===== config.mk =====
export PLATFORM = sky130hd
export DESIGN_NAME = mips_multicycle_ctrl
export DESIGN_NICKNAME = d
export VERILOG_FILES = /design/src/rtl/mips_ctrl_pkg.sv /design/src/rtl/mips_multicycle_ctrl.sv
export SDC_FILE = /design/constraint.sdc
export NUM_CORES = 1
export LEC_CHECK = 0
export ABC_AREA = 1
export BUFFER_PORTS_ARGS = -buffer_cell sky130_fd_sc_hd__buf_2
export CORE_ASPECT_RATIO = 0.9
export CORE_MARGIN = 2
export CORE_UTILIZATION = 35
export CTS_BUF_LIST = sky130_fd_sc_hd__clkbuf_2 sky130_fd_sc_hd__clkbuf_4 sky130_fd_sc_hd__clkbuf_8
export DETAILED_ROUTE_END_ITERATION = 10
export SETUP_SLACK_MARGIN = 0.2
export SLEW_MARGIN = 25
export SYNTH_ARGS = -nofsm -noshare
export SYNTH_HDL_FRONTEND = slang
export SYNTH_SLANG_ARGS = --single-unit

===== constraint.sdc =====
create_clock -name clk -period 2 [get_ports clk]
set_clock_uncertainty 0.2 [all_clocks]
set_input_delay 0 -clock clk [delete_from_list [all_inputs] [get_ports clk]]
set_output_delay 0 -clock clk [all_outputs]
set_load 0.05 [all_outputs]

===== src/rtl/mips_ctrl_pkg.sv =====
// Shared encodings for the multi-cycle MIPS sequencing controller:
// opcodes, state codes and the ALU / operand / PC-source selects.
package mips_ctrl_pkg;

  // Opcode field values (IR[31:26]) handled by the controller.
  localparam logic [5:0] OP_RTYPE = 6'b000000;
  localparam logic [5:0] OP_LW    = 6'b100011;
  localparam logic [5:0] OP_SW    = 6'b101011;
  localparam logic [5:0] OP_ADDI  = 6'b001000;
  localparam logic [5:0] OP_BEQ   = 6'b000100;
  localparam logic [5:0] OP_BNE   = 6'b000101;
  localparam logic [5:0] OP_J     = 6'b000010;

  // Controller states; the encoding is visible on the debug state port.
  typedef enum logic [3:0] {
    S_IDLE   = 4'd0,
    S_FETCH  = 4'd1,
    S_DECODE = 4'd2,
    S_MEMADR = 4'd3,
    S_MEMRD  = 4'd4,
    S_MEMWB  = 4'd5,
    S_MEMWR  = 4'd6,
    S_EXEC   = 4'd7,
    S_ALUWB  = 4'd8,
    S_ADDIEX = 4'd9,
    S_ADDIWB = 4'd10,
    S_BRANCH = 4'd11,
    S_JUMP   = 4'd12
  } state_t;

  // ALU operation select.
  localparam logic [1:0] ALUOP_ADD   = 2'b00;
  localparam logic [1:0] ALUOP_SUB   = 2'b01;
  localparam logic [1:0] ALUOP_FUNCT = 2'b10;

  // ALU B operand select.
  localparam logic [1:0] SRCB_REGB    = 2'b00;
  localparam logic [1:0] SRCB_FOUR    = 2'b01;
  localparam logic [1:0] SRCB_IMM     = 2'b10;
  localparam logic [1:0] SRCB_IMM_SH2 = 2'b11;

  // PC source select.
  localparam logic [1:0] PCSRC_ALU    = 2'b00;
  localparam logic [1:0] PCSRC_ALUOUT = 2'b01;
  localparam logic [1:0] PCSRC_JUMP   = 2'b10;

  // Successor of DECODE for a given opcode; unknown opcodes fall back to FETCH.
  function automatic state_t decode_next(input logic [5:0] op);
    case (op)
      OP_LW, OP_SW:   return S_MEMADR;
      OP_RTYPE:       return S_EXEC;
      OP_ADDI:        return S_ADDIEX;
      OP_BEQ, OP_BNE: return S_BRANCH;
      OP_J:           return S_JUMP;
      default:        return S_FETCH;
    endcase
  endfunction

  // True when the opcode is one the controller implements.
  function automatic logic opcode_legal(input logic [5:0] op);
    return (decode_next(op) != S_FETCH);
  endfunction

endpackage


===== src/rtl/mips_multicycle_ctrl.sv =====
// Multi-cycle sequencing controller for a shared-ALU MIPS datapath.
// Walks lw/sw/R-type/addi/beq/bne/j through fetch, decode, execute,
// memory and writeback states and counts retired instructions.
//
// Memory handshake: in FETCH, MEMRD and MEMWR the controller holds its
// request (memread or memwrite, plus iord) steady every cycle until the
// memory answers with mem_ready=1; the access completes in the cycle where
// request and mem_ready are both high and the FSM leaves the state on that
// edge. mem_ready is ignored in every other state.
module mips_multicycle_ctrl
  import mips_ctrl_pkg::*;
#(
  parameter int unsigned COUNT_W = 32
) (
  input  logic               clk,
  input  logic               rst_n,
  input  logic [5:0]         opcode,
  input  logic               mem_ready,
  output logic               pcwrite,
  output logic               pcwritecond_eq,
  output logic               pcwritecond_ne,
  output logic               iord,
  output logic               memread,
  output logic               memwrite,
  output logic               irwrite,
  output logic               memtoreg,
  output logic               regdst,
  output logic               regwrite,
  output logic               alusrca,
  output logic [1:0]         alusrcb,
  output logic [1:0]         aluop,
  output logic [1:0]         pcsrc,
  output logic               illegal_op,
  output logic [3:0]         state,
  output logic [COUNT_W-1:0] instr_count
);

  state_t               state_q;
  state_t               state_d;
  logic                 retire;
  logic [COUNT_W-1:0]   instr_count_q;

  // Next-state selection; wait states simply hold the current state.
  always_comb begin
    state_d = state_q;
    unique case (state_q)
      S_IDLE:   state_d = S_FETCH;
      S_FETCH:  state_d = mem_ready ? S_DECODE : S_FETCH;
      S_DECODE: state_d = decode_next(opcode);
      S_MEMADR: state_d = (opcode == OP_LW) ? S_MEMRD : S_MEMWR;
      S_MEMRD:  state_d = mem_ready ? S_MEMWB : S_MEMRD;
      S_MEMWB:  state_d = S_FETCH;
      S_MEMWR:  state_d = mem_ready ? S_FETCH : S_MEMWR;
      S_EXEC:   state_d = S_ALUWB;
      S_ALUWB:  state_d = S_FETCH;
      S_ADDIEX: state_d = S_ADDIWB;
      S_ADDIWB: state_d = S_FETCH;
      S_BRANCH: state_d = S_FETCH;
      S_JUMP:   state_d = S_FETCH;
      default:  state_d = S_IDLE;
    endcase
  end

  // An instruction retires on the edge that takes its final state back to
  // FETCH; an illegal opcode returns from DECODE and is not counted.
  always_comb begin
    retire = 1'b0;
    unique case (state_q)
      S_MEMWB, S_ALUWB, S_ADDIWB, S_BRANCH, S_JUMP: retire = 1'b1;
      S_MEMWR: retire = mem_ready;
      default: retire = 1'b0;
    endcase
  end

  // State register and retired-instruction counter (wraps, no saturation).
  always_ff @(posedge clk or negedge rst_n) begin
    if (!rst_n) begin
      state_q       <= S_IDLE;
      instr_count_q <= '0;
    end else begin
      state_q <= state_d;
      if (retire) begin
        instr_count_q <= instr_count_q + COUNT_W'(1);
      end
    end
  end

  // Control decode from the current state; anything not driven is 0.
  always_comb begin
    pcwrite        = 1'b0;
    pcwritecond_eq = 1'b0;
    pcwritecond_ne = 1'b0;
    iord           = 1'b0;
    memread        = 1'b0;
    memwrite       = 1'b0;
    irwrite        = 1'b0;
    memtoreg       = 1'b0;
    regdst         = 1'b0;
    regwrite       = 1'b0;
    alusrca        = 1'b0;
    alusrcb        = SRCB_REGB;
    aluop          = ALUOP_ADD;
    pcsrc          = PCSRC_ALU;
    illegal_op     = 1'b0;
    unique case (state_q)
      S_FETCH: begin
        // PC+4 and IR load only land in the cycle the read completes.
        memread = 1'b1;
        alusrcb = SRCB_FOUR;
        irwrite = mem_ready;
        pcwrite = mem_ready;
      end
      S_DECODE: begin
        // Speculatively compute the branch target into ALUOut.
        alusrcb    = SRCB_IMM_SH2;
        illegal_op = ~opcode_legal(opcode);
      end
      S_MEMADR, S_ADDIEX: begin
        alusrca = 1'b1;
        alusrcb = SRCB_IMM;
      end
      S_MEMRD: begin
        memread = 1'b1;
        iord    = 1'b1;
      end
      S_MEMWB: begin
        regwrite = 1'b1;
        memtoreg = 1'b1;
      end
      S_MEMWR: begin
        memwrite = 1'b1;
        iord     = 1'b1;
      end
      S_EXEC: begin
        alusrca = 1'b1;
        aluop   = ALUOP_FUNCT;
      end
      S_ALUWB: begin
        regwrite = 1'b1;
        regdst   = 1'b1;
      end
      S_ADDIWB: begin
        regwrite = 1'b1;
      end
      S_BRANCH: begin
        alusrca        = 1'b1;
        aluop          = ALUOP_SUB;
        pcsrc          = PCSRC_ALUOUT;
        pcwritecond_eq = (opcode == OP_BEQ);
        pcwritecond_ne = (opcode == OP_BNE);
      end
      S_JUMP: begin
        pcwrite = 1'b1;
        pcsrc   = PCSRC_JUMP;
      end
      default: ;
    endcase
  end

  assign state       = state_q;
  assign instr_count = instr_count_q;

endmodule

# Yosys cells after proc, flatten, opt, wreduce, memory -nomap -nowiden
# Index checks and enable logic that the tools add are counted.
dict set report op_classes {
  n_addsub 1
  n_eq_ne 19
  muxes 23
  bitwise 1
  reduce_logical 11
}
# cell n
set ops {}
lappend ops {{$add 32x1->32 const B} 1}
lappend ops {{$pmux 4 s8} 1}
lappend ops {{$eq 4x4->1 const B} 5}
lappend ops {{$pmux 4 s5} 1}
lappend ops {{$eq 4x3->1 const B} 4}
lappend ops {{$eq 6x3->1 const B} 2}
lappend ops {{$eq 6x6->1 const B} 2}
lappend ops {{$mux 1} 12}
lappend ops {{$reduce_or 2->1} 5}
lappend ops {{$eq 4x2->1 const B} 2}
lappend ops {{$pmux 2 s2} 2}
lappend ops {{$eq 6x2->1 const B} 1}
lappend ops {{$eq 6x4->1 const B} 1}
lappend ops {{$logic_not 6->1} 1}
lappend ops {{$pmux 2 s3} 1}
lappend ops {{$reduce_or 6->1} 1}
lappend ops {{$reduce_or 5->1} 1}
lappend ops {{$eq 4x1->1 const B} 1}
lappend ops {{$logic_not 4->1} 1}
lappend ops {{$mux 2} 2}
lappend ops {{$mux 4} 1}
lappend ops {{$ne 4x1->1 const B} 1}
lappend ops {{$pmux 1 s2} 2}
lappend ops {{$reduce_or 4->1} 1}
lappend ops {{other kinds (3)} 3}
dict set report word_totals {
  ff_bits 36
  output_inout_bits 54
}

# Longest topological paths before layout
dict set report logic_depth {
  word_depth 7
  depth_mapped 10
  depth_no_buf 10
}

# Least setup slack after synthesis
# Ideal clock, no wire load.
dict set report synth_path {
  path_kind {flip-flop to output port}
  startpoint {register state_q[0], in the netlist state[0]}
  endpoint {output port pcwritecond_ne}
  t_arrival_ps 2547
  required_time_ps 1800
  setup_slack_ps -747
  stages_incl_launch_ff 4
  n_path_buf 1
  path_cell_list {dfrtp_1 > buf_2 > nand2_1 > nor4_1}
}
dict set report synth_between {
  elab_chain_cells 2
}
# item line
set synth_rtl {}
lappend synth_rtl {{start: declaration} mips_multicycle_ctrl.sv:38} ;# state_t state_q;
lappend synth_rtl {{start signal: assignment} mips_multicycle_ctrl.sv:81} ;# state_q <= state_d;
lappend synth_rtl {{$eq 4x4->1} mips_multicycle_ctrl.sv:105} ;# unique case (state_q)
lappend synth_rtl {{$mux 1} mips_multicycle_ctrl.sv:105}
lappend synth_rtl {{end: declaration} mips_multicycle_ctrl.sv:21} ;# output logic pcwritecond_ne,
# Every way passes these cells.

# Worst setup path in the final report
dict set report layout_path {
  startpoint {register state_q[3], in the netlist state[3]}
  endpoint {output port illegal_op}
}
dict set report layout_between {
  elab_chain_cells 2
}
# item line
set layout_rtl {}
lappend layout_rtl {{$eq 4x2->1} mips_multicycle_ctrl.sv:105}
lappend layout_rtl {{$mux 1} mips_multicycle_ctrl.sv:105}
lappend layout_rtl {{end: declaration} mips_multicycle_ctrl.sv:33} ;# output logic illegal_op,
# Every way passes these cells.

==> metrics.yaml <==
die:
  pin_count: 63
  design.die.area_um2: 7850
  die_h_um: 84.26
  rows: 29
  die_w_um: 93.18
  initial_utilization_pct: 35.77
  core_area_um2: 7003
detailed_routing:
  drc: 0
  first_iter_violations: 129
  drt-wirelength-per-cell_um: 12.34
  vias: 2703
  wl_mm: 7.106
  firstDrtPassIters: 4
  via_per_inst: 4.693
  ant_nets: 0
synthesis:
  synth_nets: 414
  synth.most_common_cell: "nand2_1"
  netlist.area_leader.share_pct: 35.96
  async_reset_ff_share_pct: 100.0
  avgSynthCellArea_um2: 6.200
  synth-simple-area-share_pct: 46.75
  synth_fa_ha_area_share_pct: 0.4995
  synthMuxAreaShare_pct: 0
  yosys-top-cells-area: "dfrtp_1, nand2_1, nor2_1"
  synth_edf_count: 0
  ys_seq_elements: 36
  synth_compound_area_share_pct: 2.498
  synth_top_family_by_area: "simple AND/OR/NAND/NOR gates"
  syn_area_um2: 2505
  synthCells: 404
  synthTopCellsByCount: "nand2_1, nor2_1, inv_1"
  synth_ff_type: "dfrtp_1"
  synthXorXnorAreaFrac_pct: 5.594
  synth.distinct_cells: 26
  yosys.area.top_type: "dfrtp_1"
  seq_area_frac_synth_pct: 35.96
  yosys_warnings: 0
clock_tree:
  tritoncts: "built"
  root_buffer: "clkbuf_8"
  clock-sinks: 36
  htree_levels: 2
  clockBufferDepth: 2
  numCtsBuffers: 5
  insertion_delay_ns: 0.29
  clkTransAtPathRegs_ns: 0.07
placed_design:
  placed_cell_area_um2: 3024
  hpwlAfterDp_mm: 5.294
  place_congestion: 0.8421
  io_buffers: 62
power_and_ir_drop:
  p_per_area_nw_per_um2: 976.7
  seqPwrFrac_pct: 28.7
  swShare_pct: 48.34
  pwr-share-clk_pct: 19.6
  p_sw_uw: 1600
  ir_drop_mv: 0.6246
  power_frac_comb_pct: 51.7
  p_leak_uw: 0.001650
  intPower_uw: 1709
timing:
  max-slew-margin-rel_pct: 46.02
  hold_viol: 0
  fin_crit_ns: 1.759
  rsz0062_at_grt: "true"
  whs_ns: 0.1459
  slew_violations: 0
  setup_viol: 0
  worstMarginPinSlew_ns: 0.8096
  timing.final.crit_share_pct: 87.97
  fmax_mhz: 568.4
  fin_tns_setup_ns: 0
cells_and_area:
  syn_to_final_growth_pct: 35.26
  multi_input_area_um2: 1556
  register_area_um2: 913.4
  fillers: 731
  antenna_cells: 0
  nets: 492
  postLayoutCellArea_um2: 3388
  drive_above_1_share_pct: 27.12
setup_path:
  start_kind: "flip-flop"
  critPathKind: "flip-flop to primary output"
  cp.required_ns: 1.80
  cp.arrival_ns: 1.56
  worstPathMaxFanout: 6
  end_kind: "primary output"
run:
  cap_violations: 0
global_routing:
  grt_max_degree: 37
  overflow: 0
  grt_pass1_wl_mm: 11.99
  grt_usage_pct: 18.93
  grt_pass1_vias: 2567
  antenna_found_initial: 0
status:
  run_status: "complete, no violations"
worst_hold_path:
  hold_path_class: "primary input to async pin"
==> layer usage <==
metal  wire length, µm  track usage, %  share of wire, %
met1              3602           28.18                51
met2              3135           28.66                44
met3               298           3.770               4.2
met4                69           3.743              0.97
met5                 0               0                 0
==> path summary, 6_finish.rpt <==
path,from,endpoint,slack [ns],cells after the start
max,state[3],illegal_op,0.24,6
min,rst_n,instr_count[11],0.15,2
max reg2reg,state[2],instr_count[0],0.26,6
min reg2reg,instr_count[3],instr_count[3],0.30,1
max in group asynchronous,rst_n,instr_count[1],0.89,2
min in group clk,instr_count[3],instr_count[3],0.30,1
==> placed cells by master, fill, tap and decap left out, types with 3 or more instances in the layout <==
master / n
nand2_1: 171
nor2_1: 53
buf_2: 53
inv_1: 38
dfrtp_1: 26
nand3_1: 21
nor2_2: 15
dfrtp_2: 10
buf_4: 10
dlygate4sd3_1: 9
xor2_1: 8
xnor2_1: 8
nor2_4: 7
nand3b_1: 5
nand4_1: 5
clkbuf_8: 5
nand3_2: 4
clkbuf_4: 4
inv_2: 3
==> power by group through the flow <==
stage               sequential, µW  clock, µW  combinational [µW]
detailed placement             963          0                1480
global route                   970        698                1830
finish                         949        650                1710
global placement               959          0                1470
floorplan                     1150          0                1010
CTS                            940        666                1620
==> registers in the layout, indices dropped and copies added (netlist names) <==
register     count
instr_count     32
state            4
==> area by class of cell <==
class                           instances  share of cell area [%]
Multi-Input combinational cell        317                   45.94
Tap cell                               93                   3.434
Timing Repair Buffer                   78                   15.25
Clock buffer                            6                   2.253
Sequential cell                        36                   26.96
Inverter                               44                   5.133
Clock inverter                          2                   1.034
==> metrics by stage <==
step	setup slack, ns	power (µW)	cells	util, %
floorplan	0.08825	2169	404	-
global placement	0.2314	2430	554	43.18
detailed placement	0.1985	2442	554	43.18
CTS	0.1725	3231	574	46.97
global route	0.1225	3496	576	48.38
finish	0.2405	3309	576	48.38
==> kinds of logic (layout without fill, tap and decap cells) <==
logic type	after synthesis	in the layout
simple gates	289	289
buf+inv	51	130
flops	36	36
xor+xnor	16	16
compound gates	11	11
fa+ha+maj	1	1
==> critical path, stage by stage (launching register included) <==
cell,delay (ns)
dfrtp_2,0.44
nor2_1,0.14
nand2_1,0.12
nor2_4,0.14
inv_1,0.09
nor3_4,0.18
buf_6,0.18
==> what timing repair did <==
item,in CTS,in global routing
pin swaps,0,1
hold endpoints to repair,39,0
gates resized for setup,6,35
hold buffers,9,0
buffers inserted,2,2
setup endpoints to repair,7,41
gates cloned,1,0
No activity file was read; power rests on OpenSTA's default activity.
